### config.mk
export PLATFORM = sky130hd
export DESIGN_NAME = lamp_monitor
export DESIGN_NICKNAME = d
export VERILOG_FILES = /design/src/rtl/lamp_mon_pkg.sv /design/src/rtl/approach_checker.sv /design/src/rtl/lamp_monitor.sv
export SDC_FILE = /design/constraint.sdc
export NUM_CORES = 1
export LEC_CHECK = 0
export CORE_AREA = 2 2 131 133
export DETAILED_ROUTE_END_ITERATION = 8
export DIE_AREA = 0 0 133 135
export GPL_ROUTABILITY_DRIVEN = 0
export GPL_TIMING_DRIVEN = 0
export PLACE_DENSITY = 0.42
export SYNTH_ARGS = -nofsm -noshare
export SYNTH_HDL_FRONTEND = slang
export SYNTH_SLANG_ARGS = --single-unit
### constraint.sdc
create_clock -name clk -period 3.42 [get_ports clk]
set_input_delay 0.342 -clock clk [delete_from_list [all_inputs] [get_ports clk]]
set_output_delay 0.342 -clock clk [all_outputs]
set_load 0.1 [all_outputs]
### src/rtl/lamp_mon_pkg.sv
// Shared types and constants for the lamp monitor: FSM states, fault codes and lamp patterns.
package lamp_mon_pkg;

    typedef enum logic [1:0] {
        StMonitor,
        StFault,
        StRecover
    } state_e;

    typedef logic [2:0] fault_code_t;

    localparam fault_code_t FaultNone        = 3'd0;
    localparam fault_code_t FaultConflict    = 3'd1;
    localparam fault_code_t FaultOneHot      = 3'd2;
    localparam fault_code_t FaultStep        = 3'd3;
    localparam fault_code_t FaultShortYellow = 3'd4;
    localparam fault_code_t FaultStuck       = 3'd5;

    typedef struct packed {
        logic g;
        logic y;
        logic r;
    } lamp_t;

    localparam lamp_t LampOff    = '{g: 1'b0, y: 1'b0, r: 1'b0};
    localparam lamp_t LampRed    = '{g: 1'b0, y: 1'b0, r: 1'b1};
    localparam lamp_t LampYellow = '{g: 1'b0, y: 1'b1, r: 1'b0};
    localparam lamp_t LampGreen  = '{g: 1'b1, y: 1'b0, r: 1'b0};

    function automatic logic lamp_onehot(lamp_t l);
        return (l == LampGreen) || (l == LampYellow) || (l == LampRed);
    endfunction

endpackage

### src/rtl/approach_checker.sv
// Per-approach checks: exactly one lamp lit, legal G->Y->R->G stepping, minimum yellow length.
module approach_checker
    import lamp_mon_pkg::*;
#(
    parameter int unsigned MIN_YELLOW_CYCLES = 10
) (
    input  logic  clk,
    input  logic  reset_n,
    input  logic  clr_i,
    input  lamp_t lamp_i,
    input  lamp_t prev_i,
    output logic  onehot_err_o,
    output logic  step_err_o,
    output logic  short_y_err_o
);

    logic [15:0] ycnt_q, ycnt_d;
    logic        step_ok;

    always_comb begin
        step_ok = (lamp_i == prev_i)
                || (prev_i == LampGreen  && lamp_i == LampYellow)
                || (prev_i == LampYellow && lamp_i == LampRed)
                || (prev_i == LampRed    && lamp_i == LampGreen);
        onehot_err_o  = !lamp_onehot(lamp_i);
        step_err_o    = !step_ok;
        // ycnt_q holds the number of yellow cycles seen so far when yellow falls
        short_y_err_o = prev_i.y && !lamp_i.y && (32'(ycnt_q) < MIN_YELLOW_CYCLES);

        ycnt_d = '0;
        if (!clr_i && lamp_i.y) begin
            ycnt_d = (ycnt_q == 16'hFFFF) ? ycnt_q : ycnt_q + 16'd1;
        end
    end

    always_ff @(posedge clk or negedge reset_n) begin
        if (!reset_n) begin
            ycnt_q <= '0;
        end else begin
            ycnt_q <= ycnt_d;
        end
    end

endmodule

### src/rtl/lamp_monitor.sv
// Traffic-lamp safety monitor: mirrors lamp requests, latches the first fault, flashes red until
// acknowledged. Define LAMP_MON_STUCK_CHECK_EN to compile in the stuck-pattern (code 5) check.
module lamp_monitor
    import lamp_mon_pkg::*;
#(
    parameter int unsigned MIN_YELLOW_CYCLES = 10,
    parameter int unsigned MAX_PHASE_CYCLES  = 1000,
    parameter int unsigned FLASH_HALF_CYCLES = 25,
    parameter int unsigned ALLRED_CYCLES     = 20
) (
    input  logic       clk,
    input  logic       reset_n,
    input  logic       ns_g_i,
    input  logic       ns_y_i,
    input  logic       ns_r_i,
    input  logic       ew_g_i,
    input  logic       ew_y_i,
    input  logic       ew_r_i,
    input  logic       clear_fault,
    output logic       ns_g,
    output logic       ns_y,
    output logic       ns_r,
    output logic       ew_g,
    output logic       ew_y,
    output logic       ew_r,
    output logic       fault,
    output logic [2:0] fault_code
);

    localparam logic [15:0] FlashHalf  = 16'(FLASH_HALF_CYCLES);
    localparam logic [15:0] FlashLast  = 16'(2 * FLASH_HALF_CYCLES - 1);
    localparam logic [15:0] AllredLast = 16'(ALLRED_CYCLES - 1);

    state_e      state_q, state_d;
    lamp_t       ns_in, ew_in;
    lamp_t       ns_out_q, ns_out_d, ew_out_q, ew_out_d;
    lamp_t       ns_prev_q, ns_prev_d, ew_prev_q, ew_prev_d;
    fault_code_t code_q, code_d, det;
    logic [15:0] phase_cnt_q, phase_cnt_d;
    logic        chk_clr;
    logic        ns_oh_err, ns_step_err, ns_sy_err;
    logic        ew_oh_err, ew_step_err, ew_sy_err;
    logic        stuck_err;

    assign ns_in   = '{g: ns_g_i, y: ns_y_i, r: ns_r_i};
    assign ew_in   = '{g: ew_g_i, y: ew_y_i, r: ew_r_i};
    assign chk_clr = (state_q != StMonitor);

    approach_checker #(.MIN_YELLOW_CYCLES(MIN_YELLOW_CYCLES)) u_ns_chk (
        .clk          (clk),
        .reset_n      (reset_n),
        .clr_i        (chk_clr),
        .lamp_i       (ns_in),
        .prev_i       (ns_prev_q),
        .onehot_err_o (ns_oh_err),
        .step_err_o   (ns_step_err),
        .short_y_err_o(ns_sy_err)
    );

    approach_checker #(.MIN_YELLOW_CYCLES(MIN_YELLOW_CYCLES)) u_ew_chk (
        .clk          (clk),
        .reset_n      (reset_n),
        .clr_i        (chk_clr),
        .lamp_i       (ew_in),
        .prev_i       (ew_prev_q),
        .onehot_err_o (ew_oh_err),
        .step_err_o   (ew_step_err),
        .short_y_err_o(ew_sy_err)
    );

`ifdef LAMP_MON_STUCK_CHECK_EN
    logic [15:0] stuck_cnt_q, stuck_cnt_d, run_len;

    // run_len is the length of the current unchanged run including this cycle
    always_comb begin
        run_len = 16'd1;
        if ({ns_in, ew_in} == {ns_prev_q, ew_prev_q}) begin
            run_len = (stuck_cnt_q == 16'hFFFF) ? stuck_cnt_q : stuck_cnt_q + 16'd1;
        end
        stuck_err   = (32'(run_len) >= MAX_PHASE_CYCLES);
        stuck_cnt_d = (state_q == StMonitor) ? run_len : '0;
    end

    always_ff @(posedge clk or negedge reset_n) begin
        if (!reset_n) begin
            stuck_cnt_q <= '0;
        end else begin
            stuck_cnt_q <= stuck_cnt_d;
        end
    end
`else
    assign stuck_err = 1'b0;
`endif

    always_comb begin
        det = FaultNone;
        if (!ns_in.r && !ew_in.r) begin
            det = FaultConflict;
        end else if (ns_oh_err || ew_oh_err) begin
            det = FaultOneHot;
        end else if (ns_step_err || ew_step_err) begin
            det = FaultStep;
        end else if (ns_sy_err || ew_sy_err) begin
            det = FaultShortYellow;
        end else if (stuck_err) begin
            det = FaultStuck;
        end
    end

    always_comb begin
        state_d     = state_q;
        ns_out_d    = ns_out_q;
        ew_out_d    = ew_out_q;
        ns_prev_d   = LampRed;
        ew_prev_d   = LampRed;
        code_d      = code_q;
        phase_cnt_d = phase_cnt_q;
        unique case (state_q)
            StMonitor: begin
                if (det != FaultNone) begin
                    state_d     = StFault;
                    code_d      = det;
                    phase_cnt_d = '0;
                    ns_out_d    = LampRed;
                    ew_out_d    = LampRed;
                end else begin
                    ns_out_d  = ns_in;
                    ew_out_d  = ew_in;
                    ns_prev_d = ns_in;
                    ew_prev_d = ew_in;
                end
            end
            StFault: begin
                if (clear_fault) begin
                    state_d     = StRecover;
                    phase_cnt_d = '0;
                    ns_out_d    = LampRed;
                    ew_out_d    = LampRed;
                end else begin
                    phase_cnt_d = (phase_cnt_q == FlashLast) ? '0 : phase_cnt_q + 16'd1;
                    ns_out_d    = (phase_cnt_d < FlashHalf) ? LampRed : LampOff;
                    ew_out_d    = ns_out_d;
                end
            end
            StRecover: begin
                ns_out_d = LampRed;
                ew_out_d = LampRed;
                if (phase_cnt_q == AllredLast) begin
                    state_d = StMonitor;
                    code_d  = FaultNone;
                end else begin
                    phase_cnt_d = phase_cnt_q + 16'd1;
                end
            end
            default: state_d = StMonitor;
        endcase
    end

    always_ff @(posedge clk or negedge reset_n) begin
        if (!reset_n) begin
            state_q     <= StMonitor;
            ns_out_q    <= LampRed;
            ew_out_q    <= LampRed;
            ns_prev_q   <= LampRed;
            ew_prev_q   <= LampRed;
            code_q      <= FaultNone;
            phase_cnt_q <= '0;
        end else begin
            state_q     <= state_d;
            ns_out_q    <= ns_out_d;
            ew_out_q    <= ew_out_d;
            ns_prev_q   <= ns_prev_d;
            ew_prev_q   <= ew_prev_d;
            code_q      <= code_d;
            phase_cnt_q <= phase_cnt_d;
        end
    end

    assign {ns_g, ns_y, ns_r} = ns_out_q;
    assign {ew_g, ew_y, ew_r} = ew_out_q;
    assign fault              = (state_q != StMonitor);
    assign fault_code         = code_q;

endmodule

Word level (Yosys, flattened, before mapping):

Index checks and enable logic that the tools add are counted.

* register bits: 65
* latch bits: 0
* bits in writable memories: 0
* memory bits (read-only): 0
* input bits: 9
* output and inout bits: 10
* logic and storage cells: 120
* memories kept: 0

* add/sub/neg operators: 3
* multiply operators: 0
* div/mod/pow operators: 0
* order comparisons: 3
* equal/unequal tests: 26
* shift-type cells: 0
* mux-type cells: 28
* bitwise operators: 0
* reduce and logical (&&, ||, !) cells: 43

Operator list (number)
* 16-bit two-way mux: 8
* 16-bit by 1-bit adder with 16-bit output (second input constant): 3
* 16-bit one-hot mux with 3 select lines: 1
* 16-bit equality test (second input constant): 2
* 16-bit by 4-bit < comparator with 1-bit output (second input constant): 2
* 3-bit two-way mux: 10
* 3-bit one-hot mux with 3 select lines: 2
* 16-bit by 5-bit equality test with 1-bit output (second input constant): 1
* 16-bit by 6-bit equality test with 1-bit output (second input constant): 1
* 16-bit by 5-bit < comparator with 1-bit output (second input constant): 1
* 1-bit logical AND: 13
* 1-bit logical OR: 13
* 3-bit by 1-bit equality test with 1-bit output (second input constant): 4
* 3-bit by 2-bit equality test with 1-bit output (second input constant): 4
* 3-bit equality test (second input constant): 4
* 2-bit inequality test (second input constant): 6
* 1-bit zero test: 9
* 3-bit AND reduction: 3
* 3-bit equality test: 2
* 2-bit two-way mux: 3
* 2-bit one-hot mux with 3 select lines: 1
* 3-bit one-hot mux with 2 select lines: 1
* 3-bit nonzero test: 2
* 2-bit nonzero test: 2
* other kinds (4): 5

Longest topological paths before layout:

* depth in word-level cells: 13
* mapped depth: 11
* depth with buffers taken out: 8

By module:

A second synthesis with hierarchy kept.

* cells, all modules: 467
* area total of the unflattened synthesis: 4340.4 µm²

Modules (own cells, without submodules)
* lamp_monitor: times used 1, cells an instance 247, area each 2193.4 µm², sequential area each 830.8 µm²
* approach_checker: times used 2, cells an instance 110, area each 1073.5 µm², sequential area each 400.4 µm²

Least setup slack after synthesis:

Ideal clock, no wire load.

* path type: register to register
* from: reg state_q[0]
* to: reg phase_cnt_q[8]
* setup time: 95 ps
* arrival: 2584 ps
* data required time: 3325 ps
* setup slack: 740 ps
* stages on the path, launching flop included: 11
* buffers on the path: 2
* clock period less this slack: 2680 ps
* cell sequence: dfrtp_1 > inv_1 > ha_1 > inv_1 > nor2_1 > o221ai_1 > nor4_2 > or3b_1 > clkbuf_1 > buf_2 > o31ai_1

* cells in the longest elaborated chain, start to end: 3
* elaborated cells between the ends (all ways): 8
* classes of those cells: eq/ne: 4; mux: 1; reduce/logical: 3

RTL lines
* start, declared: line lamp_monitor.sv:34 `state_e state_q, state_d;`
* start signal, assigned: line lamp_monitor.sv:161 `state_q <= StMonitor;`
* start signal, assigned: line lamp_monitor.sv:169 `state_q <= state_d;`
* 2-bit equality test (tied with other cells): line lamp_monitor.sv:118 `unique case (state_q)`
* 2-bit inequality test (no source line) or 3-bit nonzero test (tied branches)
* 3-bit AND reduction (no source line)
* end signal, assigned: line lamp_monitor.sv:175 `phase_cnt_q <= phase_cnt_d;`
* end, declared: line lamp_monitor.sv:39 `logic [15:0] phase_cnt_q, phase_cnt_d;`

Parallel ways exist; a longest one is shown, timed or not.
A chain may end at the register's enable or synchronous reset.

Worst setup path after layout:

* from: reg state_q[1]
* to: reg phase_cnt_q[13]

Same word-level chain as after synthesis.

==> flow_summary.json <==
{
  "status": "finished clean",
  "io_buffers": 15,
  "ios": 19,
  "clock_latency_ps": 340,
  "die_y_um": 135,
  "syn_inst": 451,
  "ys_types": 65,
  "cts_tree": "yes",
  "final_area_mm2": 0.00480,
  "yosysWarningCount": 0,
  "clk_pin_slew_ps": 60,
  "cts.sinks": 65,
  "worst-path-max-fanout": 10,
  "setup_slack_ps": 412,
  "drt-pass1-iter-count": 5,
  "grt_max_degree": 66,
  "yosysSeqAreaShare_pct": 40.4,
  "final_cell_mix": "61 x dfrtp_1, 46 x nor2_1, 40 x o21ai_0, 36 x nand2_1, 30 x nand3_1",
  "post-route-util_pct": 29.2,
  "area_growth_pct": 18.8,
  "hold_buffers": 0,
  "ant_nets": 0,
  "clockBufferDepth": 2,
  "syn_nets": 471,
  "placed_cell_area_mm2": 0.00449,
  "n_antenna_cell": 0,
  "critical_path_required_ps": 3640,
  "drive_gt1_share_pct": 10.1,
  "endpoint_kind": "flop",
  "wl_mm": 10.9,
  "fp.coreArea_mm2": 0.0164,
  "grt_use_total_pct": 13.0,
  "synth-edff-count": 0,
  "vias": 3492,
  "post-route-min-period_ps": 3010,
  "nNetsFinal": 498,
  "ys_async_sr_fraction_pct": 100,
  "timing.fmax_ghz": 0.332,
  "post_cts_resized": 0,
  "worstMarginPinSlew_ps": 1020,
  "crit_chain": "inv_1, ha_1, inv_1, nor2_1, o221ai_1, nor4_2, buf_2, clkbuf_1, o21ai_0, o41ai_1",
  "numCtsBuffers": 9,
  "hold_viol": 0,
  "min_period_over_period_pct": 88.0,
  "clock_skew_ps": 7.11,
  "final.hold.worst_slack_ps": 14.7,
  "post_cts_buffers": 0,
  "layout_commonest_cell": "dfrtp_1",
  "start_util_pct": 24.6,
  "wl_per_cell_um": 15.6,
  "synth_area_mm2": 0.00404,
  "placedCellCount": 687,
  "min_path_type": "input port to async pin",
  "power_density_mw_per_mm2": 597,
  "dp_hpwl_mm": 7.73,
  "crit_path_max_incr_delay_ps": 460,
  "synth.avg_cell_area_um2": 8.96,
  "clock-root-buffer": "clkbuf_16",
  "drv_slew": 0,
  "setup_viol": 0,
  "final_cells": 703,
  "die_x_um": 133,
  "drv_cap": 0,
  "critPathSlowestCell": "clkbuf_1",
  "antenna_found_initial": 0,
  "grt_overflow": 0,
  "p_leak_nw": 1.90,
  "rsz0062_at_grt": "no",
  "die_area_mm2": 0.0180,
  "crit_type": "flop to flop",
  "max_slew_margin_pct": 30.5,
  "cts_max_level": 3,
  "crit_arrival_ps": 3230,
  "num_rows": 47,
  "synth-seq-cells": 65,
  "fin_setup_tns_ps": 0,
  "drc": 0,
  "first_iter_violations": 215,
  "synth_ff_type": "dfrtp_1",
  "fin_total_pwr_mw": 2.87,
  "worst_setup_path_start_kind": "flop",
  "crit_top_cell": "inv_1",
  "vdd_drop_max_mv": 0.594,
  "grt_pass1_vias": 3518,
  "dp_worst_setup_slack_ps": 80.6,
  "grt_pass1_wl_mm": 18.6,
  "viasPerCell": 4.97
}
==> where the power goes <==
group | switching [mW] | internal [mW] | leakage (nW)
Sequential | 0.0615 | 0.836 | 0.885
Clock | 0.360 | 0.604 | 0.149
Combinational | 0.714 | 0.290 | 0.865
Total | 1.14 | 1.73 | 1.90
==> worst paths after layout <==
path / slack [ps] / end / cells after the start / from
setup / recovery: 410 / phase_cnt_q[13]$_DFFE_PN0P_ / 10 / state_q[1]$_DFFE_PN0P_
hold / removal: 10 / u_ns_chk.ycnt_q[14]$_DFFE_PN0P_ / 2 / reset_n
setup reg to reg: 410 / phase_cnt_q[13]$_DFFE_PN0P_ / 10 / state_q[1]$_DFFE_PN0P_
hold reg to reg: 500 / ns_g$_DFFE_PN0N_ / 1 / ns_g$_DFFE_PN0N_
max in group asynchronous: 3090 / ew_r$_DFFE_PN1N_ / 2 / reset_n
min in group clk: 330 / ew_prev_q[0]$_DFF_PN1_ / 2 / ew_r_i
==> cell families (layout without fill, tap and decap cells) <==
group,count (synthesis),in the layout,share of synthesized area [%]
and+or+nand+nor,200,200,27.0
xor gates and xnor gates,33,33,7.15
adders and majority gates,11,11,3.41
buffers and inverters,39,71,4.30
DFF,65,65,40.4
muxes,7,7,1.86
AOI/OAI and AO/OA,96,96,15.9
==> sequential cells by signal, indices dropped and copies added, names as in the netlist, 2 cells and up <==
signal / cells
u_ns_chk.ycnt_q: 16
fault_code: 3
u_ew_chk.ycnt_q: 16
ew_prev_q: 3
state_q: 2
phase_cnt_q: 16
ns_prev_q: 3
==> worst max-delay path, delay by kind of cell (launching register included) <==
kind	cells	cell delay (ps)
flops	1	410
buf+inv	4	1070
simple gates	2	640
compound gates	3	510
fa+ha+maj	1	250
==> layer usage <==
metal	routed length, µm	part of all wire (%)	GRT usage (%)
met1	5470	50	17.7
met2	4890	45	20.2
met3	438	4.0	3.34
met4	151	1.4	4.36
met5	0	0	0
==> cell type report <==
type | instances | area, µm²
Tap cell | 220 | 275
Inverter | 15 | 56.3
Fill cell | 1743 | 11600
Sequential cell | 65 | 1630
Clock inverter | 4 | 51.3
Buffer | 24 | 118
Clock buffer | 12 | 256
Multi-Input combinational cell | 347 | 2230
Timing Repair Buffer | 16 | 175
==> synth_stat cells (6+ instances only) <==
| master | count | area share (%) |
|---|---|---|
| ha_1 | 11 | 3.4 |
| buf_2 | 7 | 0.87 |
| nand3_1 | 30 | 3.7 |
| nor2_1 | 46 | 4.3 |
| o21ai_0 | 40 | 5.0 |
| and4_1 | 6 | 1.3 |
| nand2b_1 | 7 | 1.1 |
| nor3_1 | 8 | 0.99 |
| nand4_1 | 13 | 2.0 |
| o31ai_1 | 11 | 2.0 |
| nor4_1 | 12 | 1.9 |
| xor2_1 | 21 | 4.6 |
| inv_1 | 15 | 1.4 |
| xnor2_1 | 12 | 2.6 |
| a21oi_1 | 8 | 0.99 |
| nand2_1 | 36 | 3.3 |
| and3_1 | 8 | 1.2 |
| nor4bb_1 | 6 | 1.5 |
| dfrtp_1 | 61 | 38 |
| clkbuf_1 | 13 | 1.2 |
No activity file was read; power rests on OpenSTA's default activity.
